$ cat config.mk
export PLATFORM = sky130hd
export DESIGN_NAME = acc_main_fsm
export DESIGN_NICKNAME = d
export VERILOG_FILES = /design/src/rtl/acc_main_fsm.sv
export SDC_FILE = /design/constraint.sdc
export NUM_CORES = 2
export LEC_CHECK = 0
export CORE_MARGIN = 10
export CORE_UTILIZATION = 52
export DETAILED_ROUTE_END_ITERATION = 8
export PLACE_DENSITY = 0.8
export SLEW_MARGIN = 40
export SYNTH_ARGS = -nofsm -noshare
export SYNTH_HDL_FRONTEND = slang
export SYNTH_SLANG_ARGS = --single-unit
$ cat constraint.sdc
create_clock -name clk -period 8.6 [get_ports clk]
set_input_delay 0.86 -clock clk [delete_from_list [all_inputs] [get_ports clk]]
set_output_delay 0.86 -clock clk [all_outputs]
set_load 0.05 [all_outputs]
$ cat src/rtl/acc_main_fsm.sv
// acc_main_fsm: layer sequencer behind the ICB register slave.
// Tiles a layer into och x ich passes and drives the DMA and compute array.
module acc_main_fsm #(
    parameter int unsigned OCH_TILE = 8,
    parameter int unsigned ICH_TILE = 8
) (
    input  logic        clk,
    input  logic        rst_n,
    input  logic [31:0] start,
    input  logic [31:0] in_addr,
    input  logic [31:0] w3_addr,
    input  logic [31:0] w1_addr,
    input  logic [31:0] out_addr,
    input  logic [31:0] mapsize,
    input  logic [31:0] ich,
    input  logic [31:0] och,
    output logic        dma_req_valid,
    input  logic        dma_req_ready,
    output logic        dma_req_wr,
    output logic [1:0]  dma_req_sel,
    output logic [31:0] dma_req_addr,
    output logic [31:0] dma_req_len,
    input  logic        dma_done,
    output logic        comp_start,
    output logic        comp_first,
    output logic        comp_last,
    output logic [3:0]  comp_och_cnt,
    output logic [3:0]  comp_ich_cnt,
    input  logic        comp_done,
    output logic        busy,
    output logic        acc_done
);

    typedef enum logic [3:0] {
        IDLE, SETUP, LD_W3, LD_W1, LD_IN,
        COMP, NXT_ICH, WB, NXT_OCH, FIN
    } state_e;

    // ENTRY: first cycle in state; REQ: request/kick outstanding; WAIT: await done
    typedef enum logic [1:0] {
        PH_ENTRY, PH_REQ, PH_WAIT
    } phase_e;

    state_e      state_q, state_d;
    phase_e      phase_q, phase_d;
    logic [31:0] in_addr_q, in_addr_d;
    logic [31:0] out_addr_q, out_addr_d;
    logic [31:0] w3_ptr_q, w3_ptr_d;
    logic [31:0] w1_ptr_q, w1_ptr_d;
    logic [31:0] area_q, area_d;
    logic [15:0] ich_q, ich_d;
    logic [15:0] och_q, och_d;
    logic [15:0] ich_idx_q, ich_idx_d;
    logic [15:0] och_idx_q, och_idx_d;

    logic [15:0] och_rem;
    logic [15:0] ich_rem;
    logic [3:0]  och_cnt;
    logic [3:0]  ich_cnt;
    logic [7:0]  tile_prod;
    logic [31:0] w3_len;
    logic [31:0] w1_len;
    logic [31:0] in_len;
    logic [31:0] wb_len;
    logic [31:0] in_off;
    logic [31:0] wb_off;
    logic        ich_last;
    logic        och_last;

    // Tile sizes, transfer lengths and offsets for the current pass
    always_comb begin
        och_rem   = och_q - och_idx_q;
        ich_rem   = ich_q - ich_idx_q;
        och_cnt   = (och_rem > 16'(OCH_TILE)) ? 4'(OCH_TILE) : och_rem[3:0];
        ich_cnt   = (ich_rem > 16'(ICH_TILE)) ? 4'(ICH_TILE) : ich_rem[3:0];
        tile_prod = 8'(och_cnt) * 8'(ich_cnt);
        w3_len    = 32'(tile_prod) * 32'd9;
        w1_len    = 32'(tile_prod);
        in_len    = 32'(ich_cnt) * area_q;
        wb_len    = 32'(och_cnt) * area_q;
        in_off    = 32'(ich_idx_q) * area_q;
        wb_off    = 32'(och_idx_q) * area_q;
        ich_last  = (17'(ich_idx_q) + 17'(ich_cnt)) >= 17'(ich_q);
        // decided on the och_idx of the tile just written back
        och_last  = (17'(och_idx_q) + 17'(OCH_TILE)) >= 17'(och_q);
    end

    // State, configuration and pointer registers
    always_ff @(posedge clk) begin
        if (!rst_n) begin
            state_q    <= IDLE;
            phase_q    <= PH_ENTRY;
            in_addr_q  <= '0;
            out_addr_q <= '0;
            w3_ptr_q   <= '0;
            w1_ptr_q   <= '0;
            area_q     <= '0;
            ich_q      <= '0;
            och_q      <= '0;
            ich_idx_q  <= '0;
            och_idx_q  <= '0;
        end else begin
            state_q    <= state_d;
            phase_q    <= phase_d;
            in_addr_q  <= in_addr_d;
            out_addr_q <= out_addr_d;
            w3_ptr_q   <= w3_ptr_d;
            w1_ptr_q   <= w1_ptr_d;
            area_q     <= area_d;
            ich_q      <= ich_d;
            och_q      <= och_d;
            ich_idx_q  <= ich_idx_d;
            och_idx_q  <= och_idx_d;
        end
    end

    // Next-state, tile walk and pointer advance
    always_comb begin
        state_d    = state_q;
        phase_d    = phase_q;
        in_addr_d  = in_addr_q;
        out_addr_d = out_addr_q;
        w3_ptr_d   = w3_ptr_q;
        w1_ptr_d   = w1_ptr_q;
        area_d     = area_q;
        ich_d      = ich_q;
        och_d      = och_q;
        ich_idx_d  = ich_idx_q;
        och_idx_d  = och_idx_q;
        unique case (state_q)
            IDLE: begin
                phase_d = PH_ENTRY;
                if (start[0]) state_d = SETUP;
            end
            SETUP: begin
                in_addr_d  = in_addr;
                out_addr_d = out_addr;
                w3_ptr_d   = w3_addr;
                w1_ptr_d   = w1_addr;
                area_d     = 32'(mapsize[15:0]) * 32'(mapsize[15:0]);
                ich_d      = ich[15:0];
                och_d      = och[15:0];
                ich_idx_d  = '0;
                och_idx_d  = '0;
                phase_d    = PH_ENTRY;
                if (mapsize[15:0] == 16'd0 || ich[15:0] == 16'd0 ||
                    och[15:0] == 16'd0) begin
                    state_d = FIN;
                end else begin
                    state_d = LD_W3;
                end
            end
            LD_W3, LD_W1, LD_IN, WB: begin
                unique case (phase_q)
                    PH_ENTRY: phase_d = PH_REQ;
                    PH_REQ: if (dma_req_ready) phase_d = PH_WAIT;
                    PH_WAIT: begin
                        if (dma_done) begin
                            phase_d = PH_ENTRY;
                            unique case (state_q)
                                LD_W3: begin
                                    w3_ptr_d = w3_ptr_q + w3_len;
                                    state_d  = LD_W1;
                                end
                                LD_W1: begin
                                    w1_ptr_d = w1_ptr_q + w1_len;
                                    state_d  = LD_IN;
                                end
                                LD_IN:   state_d = COMP;
                                default: state_d = NXT_OCH;
                            endcase
                        end
                    end
                    default: phase_d = PH_ENTRY;
                endcase
            end
            COMP: begin
                if (phase_q == PH_ENTRY) begin
                    phase_d = PH_WAIT;
                end else if (comp_done) begin
                    phase_d = PH_ENTRY;
                    state_d = ich_last ? WB : NXT_ICH;
                end
            end
            NXT_ICH: begin
                ich_idx_d = ich_idx_q + 16'(ICH_TILE);
                phase_d   = PH_ENTRY;
                state_d   = LD_W3;
            end
            NXT_OCH: begin
                och_idx_d = och_idx_q + 16'(OCH_TILE);
                ich_idx_d = '0;
                phase_d   = PH_ENTRY;
                state_d   = och_last ? FIN : LD_W3;
            end
            FIN: begin
                phase_d = PH_ENTRY;
                state_d = IDLE;
            end
            default: begin
                phase_d = PH_ENTRY;
                state_d = IDLE;
            end
        endcase
    end

    // Moore outputs: DMA request fields, compute kick, status
    always_comb begin
        dma_req_valid = 1'b0;
        dma_req_wr    = 1'b0;
        dma_req_sel   = 2'd0;
        dma_req_addr  = '0;
        dma_req_len   = '0;
        comp_start    = 1'b0;
        comp_first    = 1'b0;
        comp_last     = 1'b0;
        comp_och_cnt  = '0;
        comp_ich_cnt  = '0;
        busy          = (state_q != IDLE);
        acc_done      = 1'b0;
        unique case (state_q)
            LD_W3: begin
                dma_req_valid = (phase_q == PH_REQ);
                dma_req_sel   = 2'd0;
                dma_req_addr  = w3_ptr_q;
                dma_req_len   = w3_len;
            end
            LD_W1: begin
                dma_req_valid = (phase_q == PH_REQ);
                dma_req_sel   = 2'd1;
                dma_req_addr  = w1_ptr_q;
                dma_req_len   = w1_len;
            end
            LD_IN: begin
                dma_req_valid = (phase_q == PH_REQ);
                dma_req_sel   = 2'd2;
                dma_req_addr  = in_addr_q + in_off;
                dma_req_len   = in_len;
            end
            WB: begin
                dma_req_valid = (phase_q == PH_REQ);
                dma_req_wr    = 1'b1;
                dma_req_sel   = 2'd3;
                dma_req_addr  = out_addr_q + wb_off;
                dma_req_len   = wb_len;
            end
            COMP: begin
                comp_start   = (phase_q == PH_ENTRY);
                comp_first   = comp_start && (ich_idx_q == 16'd0);
                comp_last    = comp_start && ich_last;
                comp_och_cnt = och_cnt;
                comp_ich_cnt = ich_cnt;
            end
            FIN: acc_done = 1'b1;
            default: ;
        endcase
    end

endmodule

# Yosys cells after proc, flatten, opt, wreduce, memory -nomap -nowiden

Cells that the tools add are included.

Flip-flop bits (word level): 230
Input bits: 261
Output and inout port bits: 81

$add $sub $neg: 10
Multiply operators: 7
Magnitude comparators: 4
Eq/ne operators: 21
Muxes and demuxes: 39
Reductions and logical operators: 20

Operator list:

| kind                    | count |
|---|---|
| $pmux W32 S4            | 2 |
| $mux W32                | 6 |
| $pmux W32 S2            | 2 |
| $add A32 B32 Y32        | 2 |
| $logic_not A16 Y1       | 4 |
| $mul A16 B32 Y32        | 2 |
| $mul A4 B32 Y32         | 2 |
| $pmux W16 S2            | 2 |
| $mux W4                 | 11 |
| $ge A17 B16 Y1          | 2 |
| $add A16 B4 Y16 const B | 2 |
| $add A32 B12 Y32        | 1 |
| $add A32 B8 Y32         | 1 |
| $gt A16 B4 Y1 const B   | 2 |
| $mul A16 B16 Y32        | 1 |
| $sub A16 B16 Y16        | 2 |
| $pmux W4 S6             | 1 |
| $add A16 B4 Y17         | 1 |
| $add A16 B4 Y17 const B | 1 |
| $eq A4 B3 Y1 const B    | 4 |
| $mul A8 B4 Y12 const B  | 1 |
| $pmux W2 S3             | 2 |
| $pmux W4 S3             | 1 |
| $ne A3 B3 Y1 const B    | 3 |
| 22 further kinds        | 43 |

# Longest topological paths before layout

Depth after elaboration: 10
Gate-level depth with buffers: 41
Depth with buffers taken out: 36

# Least setup slack after synthesis

No wires, ideal clock.

Kind: reg2reg
Start: register ich_idx_q[3]
End: register w3_ptr_q[31]
Library setup time: 0.120 ns
Data arrival time: 9.219 ns
Data required time: 8.480 ns
Slack: -0.739 ns
Stages on the path, launching flop included: 39
Cell sequence: dfxtp_1 > clkbuf_1 > clkbuf_1 > inv_1 > ha_1 > o211ai_2 > a21oi_1 > o311ai_2 > a21boi_1 > or3_1 > a2111oi_2 > o211ai_1 > nor2_1 > clkbuf_1 > nand2_1 > fa_1 > inv_1 > fa_1 > [... 3 more ...] > ha_1 > ha_1 > fa_1 > a21oi_1 > nor2_1 > nor2_1 > xnor2_1 > ha_1 > a21o_1 > a21oi_1 > inv_1 > a211o_1 > a311oi_1 > nor2_1 > clkbuf_1 > nand4_1 > nor4_1 > a211o_1

Word-level cells in the longest chain between the ends: 10

RTL lines:

| element                | line | source |
|---|---|---|
| from (decl)            | 53   | `logic [15:0] ich_idx_q, ich_idx_d;` |
| from (signal assigned) | 112  | `ich_idx_q <= ich_idx_d;` |
| $sub A16 B16 Y16 *     | 73   | `ich_rem = ich_q - ich_idx_q;` |
| $gt A16 B4 Y1          | 75   | `ich_cnt = (ich_rem > 16'(ICH_TILE)) ? 4'(ICH_TILE) : ich_rem[3:0];` |
| $mux W4 *              | 75   |  |
| $mul A4 B4 Y8 *        | 76   | `tile_prod = 8'(och_cnt) * 8'(ich_cnt);` |
| $mul A8 B4 Y12 *       | 77   | `w3_len = 32'(tile_prod) * 32'd9;` |
| $add A32 B12 Y32 *     | 162  | `w3_ptr_d = w3_ptr_q + w3_len;` |
| $mux W32 *             | 160  | `unique case (state_q)` |
| $mux W32 *             | 158  | `if (dma_done) begin` |
| $mux W32 *             | 154  | `unique case (phase_q)` |
| $pmux W32 S2 *         | 130  | `unique case (state_q)` |
| to (signal assigned)   | 107  | `w3_ptr_q <= w3_ptr_d;` |
| to (decl)              | 48   | `logic [31:0] w3_ptr_q, w3_ptr_d;` |

Every way passes the cells marked *; elsewhere a longest branch is shown, timed or not. The select of a mux whose other input is x is not followed.
A chain may end at the register's enable or synchronous reset.

# Worst setup path in the final report

Start: register ich_idx_q[5]
End: output port dma_req_len[31]

Word-level cells in the longest chain between the ends: 5

RTL lines:

| element          | line | source |
|---|---|---|
| $sub A16 B16 Y16 | 73   |  |
| $gt A16 B4 Y1    | 75   |  |
| $mux W4          | 75   |  |
| $mul A4 B32 Y32  | 79   | `in_len = 32'(ich_cnt) * area_q;` |
| $pmux W32 S4     | 221  | `unique case (state_q)` |
| to (decl)        | 22   | `output logic [31:0] dma_req_len,` |

Every way passes these cells.

==> flow_metrics.env <==
export IMPL_fill_cells=7922
export IMPL_dieArea_um2=105600
export IMPL_fin_nets=7610
export IMPL_cp_arrival_ns=7.69
export IMPL_hpwl_um=123400
export IMPL_drc=1
export IMPL_violations="design-rule violations"
export IMPL_power_leakage_nw=23.93
export IMPL_critPathCaptureType="output port"
export IMPL_synth_warnings=0
export IMPL_drtPass1Iterations=9
export IMPL_worst_slack_ns=0.05216
export IMPL_crit_type="register to output port"
export IMPL_ant_nets=0
export IMPL_cts_tree="yes"
export IMPL_status="finished, violations left"
export IMPL_slowest_stage="fa_1"
export IMPL_ys_seq_elements=223
export IMPL_ios=342
export IMPL_clkTransAtPathRegs_ns=0.06
export IMPL_cts_buffer_depth=3
export IMPL_synth_cell_types=85
export IMPL_hold_violations=0
export IMPL_die_h_um=324.9
export IMPL_fmax_ghz=0.1170
export IMPL_crit_path_max_incr_delay_ns=0.53
export IMPL_holdWs_ns=0.4622
export IMPL_port_buffers=262
export IMPL_postPlaceCellArea_um2=53370
export IMPL_finalWeightedCongestion=0.9659
export IMPL_grt_pass1_vias=45260
export IMPL_crit_required_ns=7.74
export IMPL_ys_flop_type="dfxtp_1"
export IMPL_synth_area_per_cell_um2=8.279
export IMPL_power_density_nw_per_um2=228.5
export IMPL_stdcell_area_um2=55020
export IMPL_syn_area_um2=48340
export IMPL_initial_core_util=0.5258
export IMPL_coreArea_um2=91940
export IMPL_routed_wl_um=156800
export IMPL_layout_commonest_cell="nand2_1"
export IMPL_grt_pass1_wl_um=246700
export IMPL_cts_max_level=1
export IMPL_num_vias=43370
export IMPL_cts_hold_buf=0
export IMPL_grt_ovfl_total=0
export IMPL_utilization=0.5984
export IMPL_via_per_inst=5.907
export IMPL_critPathLaunchType="register"
export IMPL_rows=111
export IMPL_final_max_slew_viol_count=0
export IMPL_area_growth_pct=13.81
export IMPL_cts_sinks=223
export IMPL_hold_class="register to register"
export IMPL_synth_edf_count=0
export IMPL_layout_min_cycle_time_ns=8.548
export IMPL_relSlewSlack=0.4110
export IMPL_post_layout_total_power_mw=12.57
export IMPL_drt_wirelength_per_cell_um=21.35
export IMPL_ys_async_sr_fraction=0
export IMPL_setup_viol=0
export IMPL_grt_max_degree=75
export IMPL_crit_fanout=29
export IMPL_worstMarginPinSlew_ns=0.8997
export IMPL_rsz0062_at_grt="yes"
export IMPL_fp_dieW_um=324.9
export IMPL_finClkSkew_ns=0.03214
export IMPL_ir_drop_mv=0.4570
export IMPL_drive_gt1_frac=0.06609
export IMPL_ys_seq_area_frac=0.09234
export IMPL_path_common_cell="a21o_1"
export IMPL_antenna_found_initial=3
export IMPL_fin_crit_sh=0.9939
export IMPL_drt_iter0_drc=4587
export IMPL_cts_made_buffers=30
export IMPL_root_buffer="clkbuf_16"
export IMPL_cap_violations=0
export IMPL_clock_latency_ns=0.63
export IMPL_layout_common_cells="nand2_1 (1054), inv_1 (865), fa_1 (821)"
export IMPL_track_usage=0.2912
export IMPL_syn_instance_count=5839
export IMPL_post_place_ws_ns=0.03427
[area by class of cell]
| cell class | instances | area [um2] | share of cell area |
|---|---|---|---|
| multi-input combinational | 4509 | 40150 | 0.7297 |
| timing repair buffer | 444 | 4527 | 0.08228 |
| sequential | 223 | 4496 | 0.08171 |
| inverter | 867 | 3259 | 0.05924 |
| tap | 1243 | 1555 | 0.02827 |
| clock buffer | 37 | 818.3 | 0.01487 |
| clock inverter | 18 | 215.2 | 0.003911 |
| antenna | 1 | 2.502 | 0.00004548 |
[synthesized netlist by cell type, types with 91 or more instances]
cell / number / share of area
clkbuf_1: 293 / 0.023
a21o_1: 91 / 0.014
o21ai_0: 170 / 0.018
ha_1: 452 / 0.12
xnor2_1: 178 / 0.032
nor2_1: 228 / 0.018
a21oi_1: 342 / 0.035
and2_1: 255 / 0.033
inv_1: 865 / 0.067
fa_1: 822 / 0.34
nand2_1: 1055 / 0.082
dfxtp_1: 223 / 0.092
[sequential cells by signal (all words and copies together), names as in the netlist]
name        flops
area_q         31
out_addr_q     32
w1_ptr_q       32
ich_idx_q      13
ich_q          16
och_q          16
phase_q         2
och_idx_q      13
state_q         4
in_addr_q      32
w3_ptr_q       32
[stage by stage]
step / TNS [ns] / std cells
after global routing: -0.9480 / 7341
final: 0 / 7342
after floorplan: 0 / 5923
after detailed placement: 0 / 7276
after global placement: 0 / 7276
after CTS: -0.3038 / 7332
[kinds of logic after synthesis]
kind of cell	synth area share
and+or+nand+nor	0.1792
AOI/OAI and AO/OA	0.1291
adders and majority gates	0.4574
muxes	0.002951
xor gates and xnor gates	0.04620
buffers and inverters	0.09268
DFF	0.09234
other	0.0001553
[where the power goes]
| group | total (mW) | internal [mW] | switching [mW] |
|---|---|---|---|
| Sequential | 1.84 | 1.34 | 0.491 |
| Clock | 1.36 | 0.795 | 0.561 |
| Combinational | 9.38 | 3.64 | 5.74 |
| Total | 12.6 | 5.78 | 6.79 |
[path summary, 6_finish.rpt]
path                       start               to  slack [ns]  depth (start not counted)
setup reg to reg    ich_idx_q[5]     w3_ptr_q[25]        0.29                         35
hold reg to reg   out_addr_q[16]   out_addr_q[16]        0.46                          2
setup / recovery    ich_idx_q[5]  dma_req_len[31]        0.05                         29
hold / removal    out_addr_q[16]   out_addr_q[16]        0.46                          2
[layer usage]
layer / up-vias / wire length, um / GRT usage
met5: - / 34 / 0
met4: 4 / 9511 / 0.1446
met3: 551 / 15810 / 0.05913
met2: 2407 / 72070 / 0.4765
met1: 21290 / 59360 / 0.3636
li1: 19120 / - / -
[worst max-delay path, delay by kind of cell, from the launching register on]
| family | cells | cell delay (ns) |
|---|---|---|
| AO/OA/AOI/OAI | 14 | 3.08 |
| adder cells (fa/ha/maj) | 4 | 1.63 |
| AND/OR/NAND/NOR | 4 | 0.96 |
| buffers and inverters | 6 | 0.88 |
| flip-flops | 1 | 0.34 |
| XOR/XNOR | 1 | 0.16 |
[repair_timing]
item | 4_1_cts | 5_1_grt
resized for setup | 37 | 97
hold endpoints to repair | 0 | 0
buffers inserted | 1 | 7
endpoints found under the setup margin | 29 | 55
cloned | 0 | 2
pin swaps | 3 | 16
Power figures use the tool's default switching activity.
